## src/rtl/viterbi_pkg.sv

```systemverilog
// Shared definitions for the Viterbi ACS array controller.
//   state_t        controller FSM encoding
//   NUM_STATES     trellis states covered by the ACS array
//   WIDTH_BM       branch-metric width delivered by the BMU
//   LEN_W_DEF      default width of block length / step counters
//   NUM_GRP_DEF    default number of ACS state groups per trellis step
package viterbi_pkg;

  localparam int NUM_STATES  = 64;
  localparam int WIDTH_BM    = 9;
  localparam int LEN_W_DEF   = 12;
  localparam int NUM_GRP_DEF = 4;

  typedef enum logic [2:0] {
    ST_IDLE    = 3'd0,
    ST_CLR     = 3'd1,
    ST_RUN     = 3'd2,
    ST_TB_REQ  = 3'd3,
    ST_TB_WAIT = 3'd4,
    ST_DONE    = 3'd5
  } state_t;

endpackage

```

## src/rtl/viterbi_acs_ctrl_if.sv

```systemverilog
// Bundle of control, handshake and ACS-array strobes around viterbi_acs_ctrl.
//   master : block/symbol/traceback source side (drives *_i, observes *_o)
//   slave  : the controller itself
interface viterbi_acs_ctrl_if
  import viterbi_pkg::*;
#(
  parameter int NUM_GRP = NUM_GRP_DEF,
  parameter int LEN_W   = LEN_W_DEF
);
  localparam int GRP_W = (NUM_GRP > 1) ? $clog2(NUM_GRP) : 1;

  logic             start_i;
  logic             abort_i;
  logic [LEN_W-1:0] block_len_i;
  logic             tail_biting_en_i;
  logic             sym_valid_i;
  logic             sym_ready_o;
  logic             tb_done_i;
  logic             pm_msb_any_i;
  logic             acs_en_o;
  logic             rst_sync_o;
  logic             is_t0_o;
  logic             bm_valid_o;
  logic [GRP_W-1:0] state_grp_o;
  logic [LEN_W-1:0] step_o;
  logic             pass_o;
  logic             tb_start_o;
  logic             done_o;
  logic             busy_o;
  logic             norm_o;

  modport master (
    output start_i, abort_i, block_len_i, tail_biting_en_i, sym_valid_i,
           tb_done_i, pm_msb_any_i,
    input  sym_ready_o, acs_en_o, rst_sync_o, is_t0_o, bm_valid_o,
           state_grp_o, step_o, pass_o, tb_start_o, done_o, busy_o, norm_o
  );

  modport slave (
    input  start_i, abort_i, block_len_i, tail_biting_en_i, sym_valid_i,
           tb_done_i, pm_msb_any_i,
    output sym_ready_o, acs_en_o, rst_sync_o, is_t0_o, bm_valid_o,
           state_grp_o, step_o, pass_o, tb_start_o, done_o, busy_o, norm_o
  );

endinterface

```

## src/rtl/viterbi_step_cnt.sv

```systemverilog
// Group / trellis-step sequencer for the ACS controller.
//   clk_i, rst_i   clock, asynchronous active-high reset
//   clr            zero both counters
//   grp_inc        advance the group counter (wraps after NUM_GRP-1)
//   step_inc       advance the step counter
//   step_clr       restart the step counter (second tail-biting pass)
//   len            latched block length (never 0 while running)
//   grp, step      counter values
//   grp_last       group counter at NUM_GRP-1
//   step_last      step counter at len-1
module viterbi_step_cnt
  import viterbi_pkg::*;
#(
  parameter int NUM_GRP = NUM_GRP_DEF,
  parameter int LEN_W   = LEN_W_DEF
) (
  input  logic                                        clk_i,
  input  logic                                        rst_i,
  input  logic                                        clr,
  input  logic                                        grp_inc,
  input  logic                                        step_inc,
  input  logic                                        step_clr,
  input  logic [LEN_W-1:0]                            len,
  output logic [((NUM_GRP > 1) ? $clog2(NUM_GRP) : 1)-1:0] grp,
  output logic [LEN_W-1:0]                            step,
  output logic                                        grp_last,
  output logic                                        step_last
);
  localparam int GRP_W = (NUM_GRP > 1) ? $clog2(NUM_GRP) : 1;

  assign grp_last  = (grp == GRP_W'(NUM_GRP - 1));
  assign step_last = (step == (len - LEN_W'(1)));

  always_ff @(posedge clk_i or posedge rst_i) begin
    if (rst_i) begin
      grp  <= '0;
      step <= '0;
    end else if (clr) begin
      grp  <= '0;
      step <= '0;
    end else begin
      if (grp_inc) grp <= grp_last ? '0 : grp + GRP_W'(1);
      if (step_clr)      step <= '0;
      else if (step_inc) step <= step + LEN_W'(1);
    end
  end

endmodule

```

## src/rtl/viterbi_acs_ctrl.sv

```systemverilog
// Controller sequencing a 64-state ACS array through one decode block:
// clear, NUM_GRP group cycles per accepted symbol pair, optional second
// tail-biting pass, traceback request/wait and completion pulse.
//   clk_i, rst_i   clock, asynchronous active-high reset
//   bus (slave)    start/abort/length/mode, symbol handshake, traceback
//                  handshake, ACS strobes, step/group/pass, status pulses
// Build option: VITERBI_NORM_EN enables the path-metric normalization strobe
// (norm_o); without it norm_o is constant 0 and pm_msb_any_i is ignored.
// Every output is a register loaded from the next-state logic.
module viterbi_acs_ctrl
  import viterbi_pkg::*;
#(
  parameter int NUM_GRP = NUM_GRP_DEF,
  parameter int LEN_W   = LEN_W_DEF
) (
  input logic               clk_i,
  input logic               rst_i,
  viterbi_acs_ctrl_if.slave bus
);
  localparam int GRP_W = (NUM_GRP > 1) ? $clog2(NUM_GRP) : 1;

  state_t           state_q, state_d;
  logic [LEN_W-1:0] len_q, len_d;
  logic             tbm_q, tbm_d, pass_q, pass_d;
  logic             acs_en_q, busy_q;
  logic             rst_sync_q, rst_sync_d, is_t0_q, is_t0_d;
  logic             bm_valid_q, bm_valid_d, sym_ready_q, sym_ready_d;
  logic             tb_start_q, tb_start_d, done_q, done_d;
  logic             cnt_clr, grp_inc, step_inc, step_clr, accept, burst_end;
  logic [GRP_W-1:0] grp;
  logic [LEN_W-1:0] step;
  logic             grp_last, step_last;
  logic             norm_q;

  viterbi_step_cnt #(.NUM_GRP(NUM_GRP), .LEN_W(LEN_W)) u_step_cnt (
    .clk_i     (clk_i),
    .rst_i     (rst_i),
    .clr       (cnt_clr),
    .grp_inc   (grp_inc),
    .step_inc  (step_inc),
    .step_clr  (step_clr),
    .len       (len_q),
    .grp       (grp),
    .step      (step),
    .grp_last  (grp_last),
    .step_last (step_last)
  );

  always_comb begin
    state_d     = state_q;
    len_d       = len_q;
    tbm_d       = tbm_q;
    pass_d      = pass_q;
    rst_sync_d  = 1'b0;
    is_t0_d     = 1'b0;
    bm_valid_d  = 1'b0;
    sym_ready_d = 1'b0;
    tb_start_d  = 1'b0;
    done_d      = 1'b0;
    cnt_clr     = 1'b0;
    grp_inc     = 1'b0;
    step_inc    = 1'b0;
    step_clr    = 1'b0;
    accept      = 1'b0;
    burst_end   = 1'b0;
    case (state_q)
      ST_IDLE: begin
        if (bus.start_i && (bus.block_len_i != '0)) begin
          state_d    = ST_CLR;
          len_d      = bus.block_len_i;
          tbm_d      = bus.tail_biting_en_i;
          pass_d     = 1'b0;
          rst_sync_d = 1'b1;
          cnt_clr    = 1'b1;
        end
      end
      ST_CLR: begin
        state_d     = ST_RUN;
        sym_ready_d = 1'b1;
        cnt_clr     = 1'b1;
      end
      ST_RUN: begin
        if (bm_valid_q) begin
          grp_inc = 1'b1;
          if (grp_last) begin
            burst_end = 1'b1;
            if (!step_last) begin
              step_inc    = 1'b1;
              sym_ready_d = 1'b1;
            end else if (tbm_q && !pass_q) begin
              // Second pass reuses the metrics left by the first pass.
              step_clr    = 1'b1;
              pass_d      = 1'b1;
              sym_ready_d = 1'b1;
            end else begin
              state_d    = ST_TB_REQ;
              tb_start_d = 1'b1;
            end
          end else begin
            bm_valid_d = 1'b1;
            is_t0_d    = is_t0_q;
          end
        end else if (sym_ready_q && bus.sym_valid_i) begin
          accept     = 1'b1;
          bm_valid_d = 1'b1;
          is_t0_d    = (step == '0) && !pass_q;
        end else begin
          sym_ready_d = 1'b1;
        end
      end
      ST_TB_REQ:  state_d = ST_TB_WAIT;
      ST_TB_WAIT: begin
        if (bus.tb_done_i) begin
          state_d = ST_DONE;
          done_d  = 1'b1;
        end
      end
      ST_DONE:    state_d = ST_IDLE;
      default:    state_d = ST_IDLE;
    endcase
    // Abort overrides everything decided above.
    if ((state_q != ST_IDLE) && bus.abort_i) begin
      state_d     = ST_IDLE;
      pass_d      = 1'b0;
      rst_sync_d  = 1'b1;
      is_t0_d     = 1'b0;
      bm_valid_d  = 1'b0;
      sym_ready_d = 1'b0;
      tb_start_d  = 1'b0;
      done_d      = 1'b0;
      cnt_clr     = 1'b1;
      grp_inc     = 1'b0;
      step_inc    = 1'b0;
      step_clr    = 1'b0;
      accept      = 1'b0;
      burst_end   = 1'b0;
    end
  end

  always_ff @(posedge clk_i or posedge rst_i) begin
    if (rst_i) begin
      state_q     <= ST_IDLE;
      len_q       <= '0;
      tbm_q       <= 1'b0;
      pass_q      <= 1'b0;
      acs_en_q    <= 1'b0;
      busy_q      <= 1'b0;
      rst_sync_q  <= 1'b0;
      is_t0_q     <= 1'b0;
      bm_valid_q  <= 1'b0;
      sym_ready_q <= 1'b0;
      tb_start_q  <= 1'b0;
      done_q      <= 1'b0;
    end else begin
      state_q     <= state_d;
      len_q       <= len_d;
      tbm_q       <= tbm_d;
      pass_q      <= pass_d;
      acs_en_q    <= (state_d == ST_CLR) || (state_d == ST_RUN) ||
                     (state_d == ST_TB_REQ) || (state_d == ST_TB_WAIT);
      busy_q      <= (state_d != ST_IDLE);
      rst_sync_q  <= rst_sync_d;
      is_t0_q     <= is_t0_d;
      bm_valid_q  <= bm_valid_d;
      sym_ready_q <= sym_ready_d;
      tb_start_q  <= tb_start_d;
      done_q      <= done_d;
    end
  end

`ifdef VITERBI_NORM_EN
  // An overflow warning is held until the next accepted step, which then
  // carries norm_o through all of its group cycles.
  logic norm_pend_q;

  always_ff @(posedge clk_i or posedge rst_i) begin
    if (rst_i) begin
      norm_pend_q <= 1'b0;
      norm_q      <= 1'b0;
    end else if ((state_q != ST_RUN) || bus.abort_i) begin
      norm_pend_q <= 1'b0;
      norm_q      <= 1'b0;
    end else if (accept) begin
      norm_q      <= norm_pend_q | bus.pm_msb_any_i;
      norm_pend_q <= 1'b0;
    end else begin
      norm_pend_q <= norm_pend_q | bus.pm_msb_any_i;
      if (burst_end) norm_q <= 1'b0;
    end
  end
`else
  logic unused_norm;
  assign unused_norm = ^{bus.pm_msb_any_i, accept, burst_end};
  assign norm_q      = 1'b0;
`endif

  assign bus.acs_en_o    = acs_en_q;
  assign bus.rst_sync_o  = rst_sync_q;
  assign bus.is_t0_o     = is_t0_q;
  assign bus.bm_valid_o  = bm_valid_q;
  assign bus.sym_ready_o = sym_ready_q;
  assign bus.state_grp_o = grp;
  assign bus.step_o      = step;
  assign bus.pass_o      = pass_q;
  assign bus.tb_start_o  = tb_start_q;
  assign bus.done_o      = done_q;
  assign bus.busy_o      = busy_q;
  assign bus.norm_o      = norm_q;

endmodule

```

## src/flat_wrapper.sv

```systemverilog
// flat-port wrapper written by rule: the top's interface ports become plain ports
module viterbi_acs_ctrl_flat import viterbi_pkg::*;
#(
  parameter int NUM_GRP = NUM_GRP_DEF,
  parameter int LEN_W   = LEN_W_DEF
)
  (clk_i, rst_i, bus_start_i, bus_abort_i, bus_block_len_i, bus_tail_biting_en_i, bus_sym_valid_i, bus_tb_done_i, bus_pm_msb_any_i, bus_sym_ready_o, bus_acs_en_o, bus_rst_sync_o, bus_is_t0_o, bus_bm_valid_o, bus_state_grp_o, bus_step_o, bus_pass_o, bus_tb_start_o, bus_done_o, bus_busy_o, bus_norm_o);
  viterbi_acs_ctrl_if #(.NUM_GRP(NUM_GRP), .LEN_W(LEN_W)) bus_i ();
  input logic clk_i;
  input logic rst_i;
  input wire logic [$bits(bus_i.start_i)-1:0] bus_start_i;
  input wire logic [$bits(bus_i.abort_i)-1:0] bus_abort_i;
  input wire logic [$bits(bus_i.block_len_i)-1:0] bus_block_len_i;
  input wire logic [$bits(bus_i.tail_biting_en_i)-1:0] bus_tail_biting_en_i;
  input wire logic [$bits(bus_i.sym_valid_i)-1:0] bus_sym_valid_i;
  input wire logic [$bits(bus_i.tb_done_i)-1:0] bus_tb_done_i;
  input wire logic [$bits(bus_i.pm_msb_any_i)-1:0] bus_pm_msb_any_i;
  output wire logic [$bits(bus_i.sym_ready_o)-1:0] bus_sym_ready_o;
  output wire logic [$bits(bus_i.acs_en_o)-1:0] bus_acs_en_o;
  output wire logic [$bits(bus_i.rst_sync_o)-1:0] bus_rst_sync_o;
  output wire logic [$bits(bus_i.is_t0_o)-1:0] bus_is_t0_o;
  output wire logic [$bits(bus_i.bm_valid_o)-1:0] bus_bm_valid_o;
  output wire logic [$bits(bus_i.state_grp_o)-1:0] bus_state_grp_o;
  output wire logic [$bits(bus_i.step_o)-1:0] bus_step_o;
  output wire logic [$bits(bus_i.pass_o)-1:0] bus_pass_o;
  output wire logic [$bits(bus_i.tb_start_o)-1:0] bus_tb_start_o;
  output wire logic [$bits(bus_i.done_o)-1:0] bus_done_o;
  output wire logic [$bits(bus_i.busy_o)-1:0] bus_busy_o;
  output wire logic [$bits(bus_i.norm_o)-1:0] bus_norm_o;
  assign bus_i.start_i = bus_start_i;
  assign bus_i.abort_i = bus_abort_i;
  assign bus_i.block_len_i = bus_block_len_i;
  assign bus_i.tail_biting_en_i = bus_tail_biting_en_i;
  assign bus_i.sym_valid_i = bus_sym_valid_i;
  assign bus_i.tb_done_i = bus_tb_done_i;
  assign bus_i.pm_msb_any_i = bus_pm_msb_any_i;
  assign bus_sym_ready_o = bus_i.sym_ready_o;
  assign bus_acs_en_o = bus_i.acs_en_o;
  assign bus_rst_sync_o = bus_i.rst_sync_o;
  assign bus_is_t0_o = bus_i.is_t0_o;
  assign bus_bm_valid_o = bus_i.bm_valid_o;
  assign bus_state_grp_o = bus_i.state_grp_o;
  assign bus_step_o = bus_i.step_o;
  assign bus_pass_o = bus_i.pass_o;
  assign bus_tb_start_o = bus_i.tb_start_o;
  assign bus_done_o = bus_i.done_o;
  assign bus_busy_o = bus_i.busy_o;
  assign bus_norm_o = bus_i.norm_o;
  viterbi_acs_ctrl #(.NUM_GRP(NUM_GRP), .LEN_W(LEN_W)) u_core (.clk_i(clk_i), .rst_i(rst_i), .bus(bus_i));
endmodule
```

## config.mk

```make
export PLATFORM = sky130hd
export DESIGN_NAME = viterbi_acs_ctrl_flat
export DESIGN_NICKNAME = d
export VERILOG_FILES = /design/src/rtl/viterbi_pkg.sv /design/src/rtl/viterbi_acs_ctrl_if.sv /design/src/rtl/viterbi_step_cnt.sv /design/src/rtl/viterbi_acs_ctrl.sv /design/src/flat_wrapper.sv
export SDC_FILE = /design/constraint.sdc
export NUM_CORES = 1
export LEC_CHECK = 0
export BUFFER_PORTS_ARGS = -buffer_cell sky130_fd_sc_hd__buf_2
export CAP_MARGIN = 40
export CORE_MARGIN = 2
export CORE_UTILIZATION = 45
export DETAILED_ROUTE_END_ITERATION = 6
export PLACE_DENSITY = 0.7
export REMOVE_ABC_BUFFERS = 1
export SYNTH_ARGS = -nofsm -noshare
export SYNTH_HDL_FRONTEND = slang
export SYNTH_SLANG_ARGS = --single-unit
```

## constraint.sdc

```tcl
create_clock -name clk_i -period 3.96 [get_ports clk_i]
set_clock_uncertainty 0.05 [all_clocks]
set_input_delay 0.396 -clock clk_i [delete_from_list [all_inputs] [get_ports clk_i]]
set_output_delay 0.396 -clock clk_i [all_outputs]
set_load 0.02 [all_outputs]
```

==> metrics.txt, run 1 <==
unrepaired setup endpoints after global routing no; WP buf/inv 1; max-cap violations 0; chip height 75.72 µm; Fillers 469; Clock Pin Slew Worst Setup and Hold Paths 0.07 ns; async set-reset flop share out of synthesis 1.000; Die X-Extent 75.72 µm; minimum clock period 2.784 ns; Req. time, crit path 4.12 ns; sequential area share after synthesis 0.4216; total gr overflow 0; Max IR drop VDD 269.4 µV; Leak Pwr 1.171 nW; drt first pass iters 4; Syn. warnings 0; Post-Syn Instances 242; Layout Utilization 0.5320; Sw Share 0.3459; DRT iter0 DRCs 79; setup ws final 1.176 ns; Total Die Area 5734 µm²; Area Growth Syn to Fin 15.89%; I/O pin count 44; min-delay worst type primary input to async pin; crit path DAT 2.95 ns; nature of the critical path endpoint flop; pre-CTS WS 1.184 ns; wirelength, routed 5313 µm; All-Layer GR Usage 0.1952; Worst Setup Path Type flop to flop; CP peak stage delay 0.56 ns; period utilisation layout 0.7030; DRC errors left 0; share of post-route cells with drive strength above 1 0.2526; unique cell type count in the Yosys netlist 48; vias per cell 5.713; # rows 26; Final Max Tran Viols 0; antenna fix cells 0; Post-CTS Setup Bufs 0; clk root buf clkbuf_8; P_sw 0.4165 mW; CTS tree done; port bufs 41; Sink Count 39; CP delay by family, top simple AND/OR/NAND/NOR gates; Register Area 975.9 µm²; global-route wire length before repair 8418 µm; total power 1.204 mW; slew margin rel. 0.5499; Layout Nets 308; Hold Fails Final Rpt 0; Reg power frac 0.452; initial antenna violation count 0; Clk Latency, worst-skew pair 0.29 ns; CTS resizes 0; final setup TNS 0 ns; number of synthesized flops with an enable pin 0; Most used DFF post-synth dfrtp_1; core area 5042 µm²; Initial Utilization 0.4591; Clk pwr share 0.247; most frequent cells in the layout buf_2 (41), dfrtp_1 (39), nor2_1 (17), nand3_1 (15); crit path launch type flop; outcome finished clean; ANT nets after route 0; Vias 2028; GP Congestion 0.8125; Max Freq 359.2 MHz; wire per inst 14.97 µm; Slew @ Worst Pin 0.6657 ns; combinational fraction of design power 0.301; critical-path maximum fanout 17; Post-Syn Area 2315 µm²; Internal 0.7876 mW; CP max stage cell or4_1; Detail Placement HPWL 3974 µm; Multi-input gate area 1257 µm²; largest net degree at the start of global routing 40; Clock Tree Buf Depth 2; Post-CTS Hold Fix Bufs 0; vias in the first global route 1844; cells along the critical path inv_1, ha_1, and2_1, a211o_1, a31oi_1, nor3_1, and4b_1, or4_1, a21oi_1; synthesized area per cell 9.565 µm²; Num CTS Buffers 5; power density cells 448.9 nW/µm²; H-tree depth 2; register bit total from synthesis 39; final setup fails 0; most common cell after layout, fill and taps aside buf_2
[Yosys cell counts (2+ instances only)]
master / n / area, µm²
a21o_1: 3 / 22.52
and2_1: 2 / 12.51
or4_1: 5 / 37.54
nor4_1: 3 / 18.77
a21boi_0: 2 / 15.01
o311ai_2: 2 / 32.53
nand4b_1: 4 / 35.03
mux2_2: 13 / 146.4
a31oi_1: 3 / 18.77
nor3_1: 12 / 60.06
ha_1: 4 / 50.05
a211oi_1: 3 / 22.52
nand4_1: 8 / 50.05
nand2b_1: 3 / 18.77
mux2i_1: 2 / 20.02
or3_1: 5 / 31.28
nand3b_1: 3 / 22.52
buf_2: 2 / 10.01
nor4b_1: 3 / 26.28
nor2b_1: 4 / 25.02
or2_2: 2 / 12.51
a21oi_1: 14 / 70.07
inv_1: 10 / 37.54
nor2_1: 17 / 63.81
xnor2_1: 4 / 35.03
xor2_1: 9 / 78.83
nand3_1: 15 / 75.07
dfrtp_1: 39 / 975.9
clkbuf_1: 4 / 15.01
nor3b_1: 2 / 15.01
nand2_1: 14 / 52.55
o21a_1: 2 / 15.01
o31ai_1: 2 / 15.01
o21ai_0: 8 / 40.04
[per-stage QoR]
stage	hold slack, ns	instances	cell area, µm²
4_1_cts	0.1787	355	2683
2_1_floorplan	0.4128	234	2271
5_1_grt	0.2163	355	2683
6_report	0.1575	355	2683
3_3_place_gp	0.4568	347	2579
3_5_place_dp	0.4636	347	2579
[logic make-up after synthesis]
kind of cell | synth area share
XOR/XNOR | 0.04919
other | 0.001620
adder cells (fa/ha/maj) | 0.02162
flip-flops | 0.4216
AND/OR/NAND/NOR | 0.2632
buffers and inverters | 0.03514
multiplexers | 0.07189
AO/OA/AOI/OAI | 0.1357
[layer usage]
layer | part of all wire | vias up | global-route usage | wire (µm)
met3 | 0.048 | 10 | 0.04497 | 255
met5 | 0 | - | 0 | 0
met4 | 0.018 | 0 | 0.07018 | 95
met1 | 0.45 | 975 | 0.2457 | 2411
li1 | - | 988 | - | -
met2 | 0.48 | 55 | 0.3285 | 2551
[state kept, by name, summed over array words and instances (netlist names)]
register / flops
u_core.bus.pass_o: 1
u_core.u_step_cnt.step: 12
u_core.bus.tb_start_o: 1
u_core.bus.bm_valid_o: 1
u_core.bus.busy_o: 1
u_core.bus.is_t0_o: 1
u_core.bus.done_o: 1
u_core.bus.sym_ready_o: 1
u_core.tbm_q: 1
u_core.len_q: 12
u_core.bus.rst_sync_o: 1
u_core.bus.acs_en_o: 1
u_core.state_q: 3
u_core.u_step_cnt.grp: 2
[path summary, 6_finish.rpt]
check,from,to,slack [ns],cells after the start
worst max-delay path,u_core.len_q[0],u_core.u_step_cnt.step[11],1.18,9
worst min-delay path,rst_i,u_core.bus.rst_sync_o,0.16,3
worst max register to register,u_core.len_q[0],u_core.u_step_cnt.step[11],1.18,9
worst min register to register,u_core.len_q[11],u_core.len_q[11],0.48,1
max in group asynchronous,rst_i,u_core.u_step_cnt.step[4],3.34,3
min in group clk_i,bus_block_len_i[5],u_core.len_q[5],0.29,2
[final cells by class]
cell class / count / area share
multi-input cells: 185 / 0.4688
flip-flops and latches: 39 / 0.3638
repair buffers: 43 / 0.08209
clock buffers: 7 / 0.03591
well taps: 70 / 0.03265
inverters: 10 / 0.01399
clock inverters: 1 / 0.002799
[worst reg2reg max path, cell delays in order, from the launching register on]
cell     delay (ns)
dfrtp_1        0.42
inv_1          0.06
ha_1           0.27
and2_1         0.21
a211o_1        0.29
a31oi_1        0.15
nor3_1         0.12
and4b_1        0.41
or4_1          0.56
a21oi_1        0.17
[power groups by stage]
stage | combinational [mW] | sequential [mW] | clock (mW)
6_report | 0.362 | 0.544 | 0.298
5_1_grt | 0.402 | 0.554 | 0.328
3_3_place_gp | 0.353 | 0.548 | 0
3_5_place_dp | 0.364 | 0.550 | 0
4_1_cts | 0.365 | 0.542 | 0.308
2_1_floorplan | 0.273 | 0.545 | 0
No activity file was read; power rests on OpenSTA's default activity.
==> run 2: changes to the inputs <==
clock period = 2.7 ns   (was 3.96 ns; I/O delays follow)
==> run 2 against run 1 <==
Net effect: combinational power increased by 63%; design area grew 2.3%; non-clock buffer count is 10 higher; global-route usage grew 1.4 points; highest routed layer unchanged; utilization is 1.2 points higher; sequential share of layout area fell by 0.81 points; cell count grew 2.8%; worst setup slack got worse by 1.0 ns; die area unchanged; critical endpoint unchanged; clock power increased by 30%; worst hold slack got worse by 0.13 ns.
==> metrics.txt, run 2 (synthesis gave the netlist of run 1 again) <==
Vias 2032 (+0.20%); power density cells 639.6 nW/µm² (+42%); Sink Count 39 (unchanged); antenna fix cells 0 (unchanged); Total Die Area 5734 µm² (unchanged); Clk Latency, worst-skew pair 0.29 ns (about the same); Req. time, crit path 2.87 ns (-1.25 ns); Max IR drop VDD 305.0 µV (+13%); period utilisation layout 0.9340 (+0.2310); Clock Tree Buf Depth 2 (unchanged); max-cap violations 0 (unchanged); Post-CTS Hold Fix Bufs 0 (unchanged); wire per inst 15.19 µm (+1.5%); met1 usage 0.2760 (+0.03038); Clk pwr share 0.220 (-0.027); global-route wire length before repair 8901 µm (+5.7%); R2R cell count 9 (unchanged); core area 5042 µm² (unchanged); GR Util met3 0.05291 (+0.007937); CP startpoint u_core.len_q[1]; initial antenna violation count 0 (unchanged); crit path launch type flop; H-tree depth 2 (unchanged); final setup fails 0 (unchanged); Layout Utilization 0.5442 (+0.01216); DRC errors left 0 (unchanged); Max Freq 396.6 MHz (+10%); CTS tree done; GR peak layer met2; combinational fraction of design power 0.335 (+0.034); Leak Pwr 1.215 nW (+3.8%); slew margin rel. 0.6642 (+0.1143); RR Endpoint u_core.u_step_cnt.step[11]; outcome finished clean; largest net degree at the start of global routing 40 (unchanged); Worst Setup Path Type flop to flop; crit path DAT 2.69 ns (-0.26 ns); most frequent cells in the layout buf_2 (41), dfrtp_1 (39), nor2_1 (17), nand3_1 (15), a21oi_1 (14); DRT iter0 DRCs 71 (-10%); P_sw 0.6250 mW (+50%); pre-CTS WS 0.02660 ns (-1.157 ns); Area Growth Syn to Fin 18.54%; minimum clock period 2.522 ns (-0.2620 ns); Initial Utilization 0.4591 (unchanged); Num CTS Buffers 5 (unchanged); clk root buf clkbuf_8; setup ws final 0.1783 ns (-0.9980 ns); Internal 1.130 mW (+43%); Fillers 471 (+0.43%); All-Layer GR Usage 0.2093 (+0.01403); Detail Placement HPWL 4137 µm (+4.1%); port bufs 41 (unchanged); vias per cell 5.567 (-2.5%); vias in the first global route 1819 (-1.4%); Reg power frac 0.445 (-0.007); unrepaired setup endpoints after global routing no; I/O pin count 44 (unchanged); reg2reg setup slack 0.18 ns (-1.00 ns); drt first pass iters 4 (unchanged); routing usage on met2 0.3391 (+0.01063); Slew @ Worst Pin 0.5037 ns (-0.1621 ns); Clock Pin Slew Worst Setup and Hold Paths 0.08 ns (about the same); Layout Nets 318 (+3.2%); GP Congestion 0.8424 (+3.7%); critical-path maximum fanout 17 (unchanged); wirelength, routed 5545 µm (+4.4%); min-delay worst type primary input to async pin; most common cell after layout, fill and taps aside buf_2; top flop regs u_core.len_q (12), u_core.u_step_cnt.step (12), u_core.state_q (3); share of post-route cells with drive strength above 1 0.2847 (+0.03211); ANT nets after route 0 (unchanged); Die X-Extent 75.72 µm (unchanged); # rows 26 (unchanged); final setup TNS 0 ns (unchanged); chip height 75.72 µm (unchanged); total gr overflow 0 (unchanged); nature of the critical path endpoint flop; Hold Fails Final Rpt 0 (unchanged); worst r2r src u_core.len_q[1]; Final Max Tran Viols 0 (unchanged); Sw Share 0.3561 (+0.01022)
[run 2: cell type report]
class / instances / area, µm² / area share
Multi-Input combinational cell: 185 / 1264 / 0.4606
Sequential cell: 39 / 975.9 / 0.3557
Timing Repair Buffer: 53 / 295.3 / 0.1076
Tap cell: 70 / 87.58 / 0.03192
Clock buffer: 5 / 68.82 / 0.02508
Inverter: 10 / 37.54 / 0.01368
Clock inverter: 3 / 15.01 / 0.005472
[run 2: worst max-delay path by stage]
| stage | to | slack [ns] | depth (start not counted) |
|---|---|---|---|
| global route | u_core.u_step_cnt.step[0] | 0.003 | 9 |
| global placement | u_core.u_step_cnt.step[11] | 0.09 | 9 |
| floorplan | u_core.u_step_cnt.step[0] | 0.18 | 7 |
| detailed placement | u_core.bus.busy_o | 0.03 | 9 |
| CTS | u_core.u_step_cnt.step[10] | 0.07 | 9 |
| finish | u_core.u_step_cnt.step[11] | 0.18 | 9 |
[run 2: what timing repair did]
action,in CTS,in global routing
buffers inserted,0,1
pin swaps,0,1
setup endpoints to repair,4,13
gates resized for setup,1,2
[run 2: worst max-delay path, stage by stage (launching register included)]
cell	delay, ns
dfrtp_1	0.40
inv_1	0.06
ha_1	0.25
and2_1	0.21
a211o_1	0.29
a31oi_1	0.14
nor3_1	0.11
and4b_4	0.29
or4_1	0.51
a21oi_1	0.15
[run 2: power groups by stage]
stage               Clock, mW  Combinational [mW]  Sequential (mW)
floorplan                   0               0.401            0.800
global placement            0               0.568            0.788
detailed placement          0               0.588            0.789
CTS                     0.399               0.592            0.778
global route            0.433               0.659            0.793
finish                  0.386               0.589            0.780
[run 2: per-stage QoR]
stage | cells | hold slack (ns) | power, mW | instance area (µm²)
finish | 365 | 0.02996 | 1.755 | 2744
global route | 365 | 0.08254 | 1.885 | 2744
CTS | 364 | 0.06147 | 1.769 | 2731
detailed placement | 356 | 0.3760 | 1.378 | 2646
global placement | 356 | 0.3703 | 1.355 | 2646
floorplan | 234 | 0.2868 | 1.201 | 2271
[run 2: layer usage]
layer  part of all wire  wire length (µm)
met2               0.48              2679
met1               0.46              2539
met3              0.049               272
met5                  0                 0
met4             0.0096                53
==> run 3: changes to the inputs <==
CTS_BUF_LIST = sky130_fd_sc_hd__clkbuf_2   (was not set)
RECOVER_POWER = 50   (was not set)
==> run 3 against run 2 <==
Net effect: global-route usage fell by 0.33 points; clock power fell by 32%; non-clock buffer count rose by 2; largest power group unchanged; worst hold slack improved by 0.0013 ns; cell count rose by 0.55%; largest cell class unchanged; worst setup slack got worse by 0.0057 ns; first-iteration DRC count rose by 35%.
==> metrics.txt, run 3 (synthesis gave the netlist of run 1 again) <==
wirelength, routed 5566 µm (+0.38%); Clock Pin Slew Worst Setup and Hold Paths 0.21 ns (+0.13 ns); top flop regs u_core.len_q (12), u_core.u_step_cnt.step (12), u_core.state_q (3); Layout Nets 320 (+0.63%); slew margin rel. 0.3391 (-0.3252); final setup TNS 0 ns (unchanged); clk root buf clkbuf_2; Final Max Tran Viols 0 (unchanged); minimum clock period 2.527 ns (+0.005723 ns); WHS Endpoint u_core.tbm_q; GP Congestion 0.8424 (unchanged); Detail Placement HPWL 4137 µm (unchanged); total gr overflow 0 (unchanged); core area 5042 µm² (unchanged); crit path DAT 2.84 ns (+0.15 ns); vias per cell 5.608 (+0.73%); Worst Setup Path Type flop to flop; max-cap violations 0 (unchanged); Initial Utilization 0.4591 (unchanged); most common cell after layout, fill and taps aside dfrtp_1; Max IR drop VDD 323.2 µV (+6.0%); nature of the critical path endpoint flop; Num CTS Buffers 5 (unchanged); power density cells 601.4 nW/µm² (-6.0%); antenna fix cells 0 (unchanged); crit path launch type flop; DRT iter0 DRCs 96 (+35%); R2R cell count 9 (unchanged); Leak Pwr 1.178 nW (-3.1%); vias in the first global route 1818 (-0.055%); period utilisation layout 0.9361 (+0.002120); Slew @ Worst Pin 0.9914 ns (+0.4877 ns); initial antenna violation count 0 (unchanged); reg2reg setup slack 0.17 ns (about the same); wire per inst 15.17 µm (-0.17%); port bufs 41 (unchanged); Clk Latency, worst-skew pair 0.41 ns (+0.12 ns); Die X-Extent 75.72 µm (unchanged); RR Endpoint u_core.u_step_cnt.step[11]; largest net degree at the start of global routing 40 (unchanged); I/O pin count 44 (unchanged); Clock Tree Buf Depth 2 (unchanged); DRC errors left 0 (unchanged); final setup fails 0 (unchanged); Sink Count 39 (unchanged); unrepaired setup endpoints after global routing no; Layout Utilization 0.5375 (-0.006700); Area Growth Syn to Fin 17.08%; ANT nets after route 0 (unchanged); Register Area 975.9 µm² (unchanged); # rows 26 (unchanged); DP Area 2646 µm² (unchanged); outcome finished clean; All-Layer GR Usage 0.2060 (-0.003313); CTS tree done; min-delay worst type primary input to flop; WHS 0.03129 ns (+0.001322 ns); Max Freq 395.7 MHz (-0.23%); worst r2r src u_core.len_q[1]; Vias 2058 (+1.3%); Multi-input gate area 1269 µm² (+0.40%); Fillers 478 (+1.5%); share of post-route cells with drive strength above 1 0.2593 (-0.02549); global-route wire length before repair 8866 µm (-0.39%); Hold Fails Final Rpt 0 (unchanged); drt first pass iters 4 (unchanged); H-tree depth 2 (unchanged); Req. time, crit path 3.02 ns (+0.15 ns); min-delay src bus_tail_biting_en_i; Total Die Area 5734 µm² (unchanged); chip height 75.72 µm (unchanged); total power 1.630 mW (-7.1%); design area 2710 µm² (-1.2%); most frequent cells in the layout dfrtp_1 (39), buf_2 (34), nor2_1 (17), nand3_1 (15), a21oi_1 (14); hold path depth 2; critical-path maximum fanout 17 (unchanged)
run 3: changes by cell type in the layout (fill, tap and decap cells not counted), sizes merged:
cell         previous run  this run
buf                    53        44
dlygate4sd3             0         2
clkbuf                  5        14
run 3: where the power goes:
group	internal (mW)	total [mW]	switching (mW)
clock network	0.0594	0.264	0.205
logic	0.273	0.587	0.315
registers	0.676	0.778	0.102
run 3: per-stage QoR:
step | worst slack [ns] | std cells
2_1_floorplan | 0.1788 | 234
3_3_place_gp | 0.08959 | 356
3_5_place_dp | 0.02660 | 356
4_1_cts | 0.06236 | 365
5_1_grt | 0.01827 | 367
6_report | 0.1726 | 367
run 3: timing repair:
action,CTS,global route
hold endpoints to repair,39,1
endpoints found under the setup margin,4,13
resized for setup,1,3
pin swaps,0,1
setup buffers,0,1
hold buffers,1,1
run 3: critical path, stage by stage (launching register included):
cell	delay (ns)
dfrtp_1	0.44
inv_1	0.06
ha_1	0.25
and2_1	0.20
a211o_1	0.29
a31oi_1	0.16
nor3_2	0.09
and4b_4	0.28
or4_1	0.51
a21oi_1	0.15
run 3: area by class of cell:
type	instances	area share
repair buffers	55	0.1108
clock inverters	3	0.005540
well taps	70	0.03232
multi-input cells	185	0.4681
inverters	10	0.01385
clock buffers	5	0.009234
flip-flops and latches	39	0.3601
run 3: how the worst max path moves through the flow:
stage                       startpoint                          to  cells after the start
CTS                    u_core.len_q[1]  u_core.u_step_cnt.step[10]                      9
global route           u_core.len_q[1]  u_core.u_step_cnt.step[11]                      9
finish                 u_core.len_q[1]  u_core.u_step_cnt.step[11]                      9
global placement       u_core.len_q[1]  u_core.u_step_cnt.step[11]                      9
floorplan           bus_block_len_i[0]   u_core.u_step_cnt.step[0]                      7
detailed placement     u_core.len_q[1]           u_core.bus.busy_o                      9
run 3: metal layers:
metal	routed length, µm	vias to the layer above	global-route usage
met4	69	0	0.06433
met1	2536	990	0.2719
li1	-	998	-
met3	314	9	0.04101
met5	0	-	0
met2	2646	61	0.3411
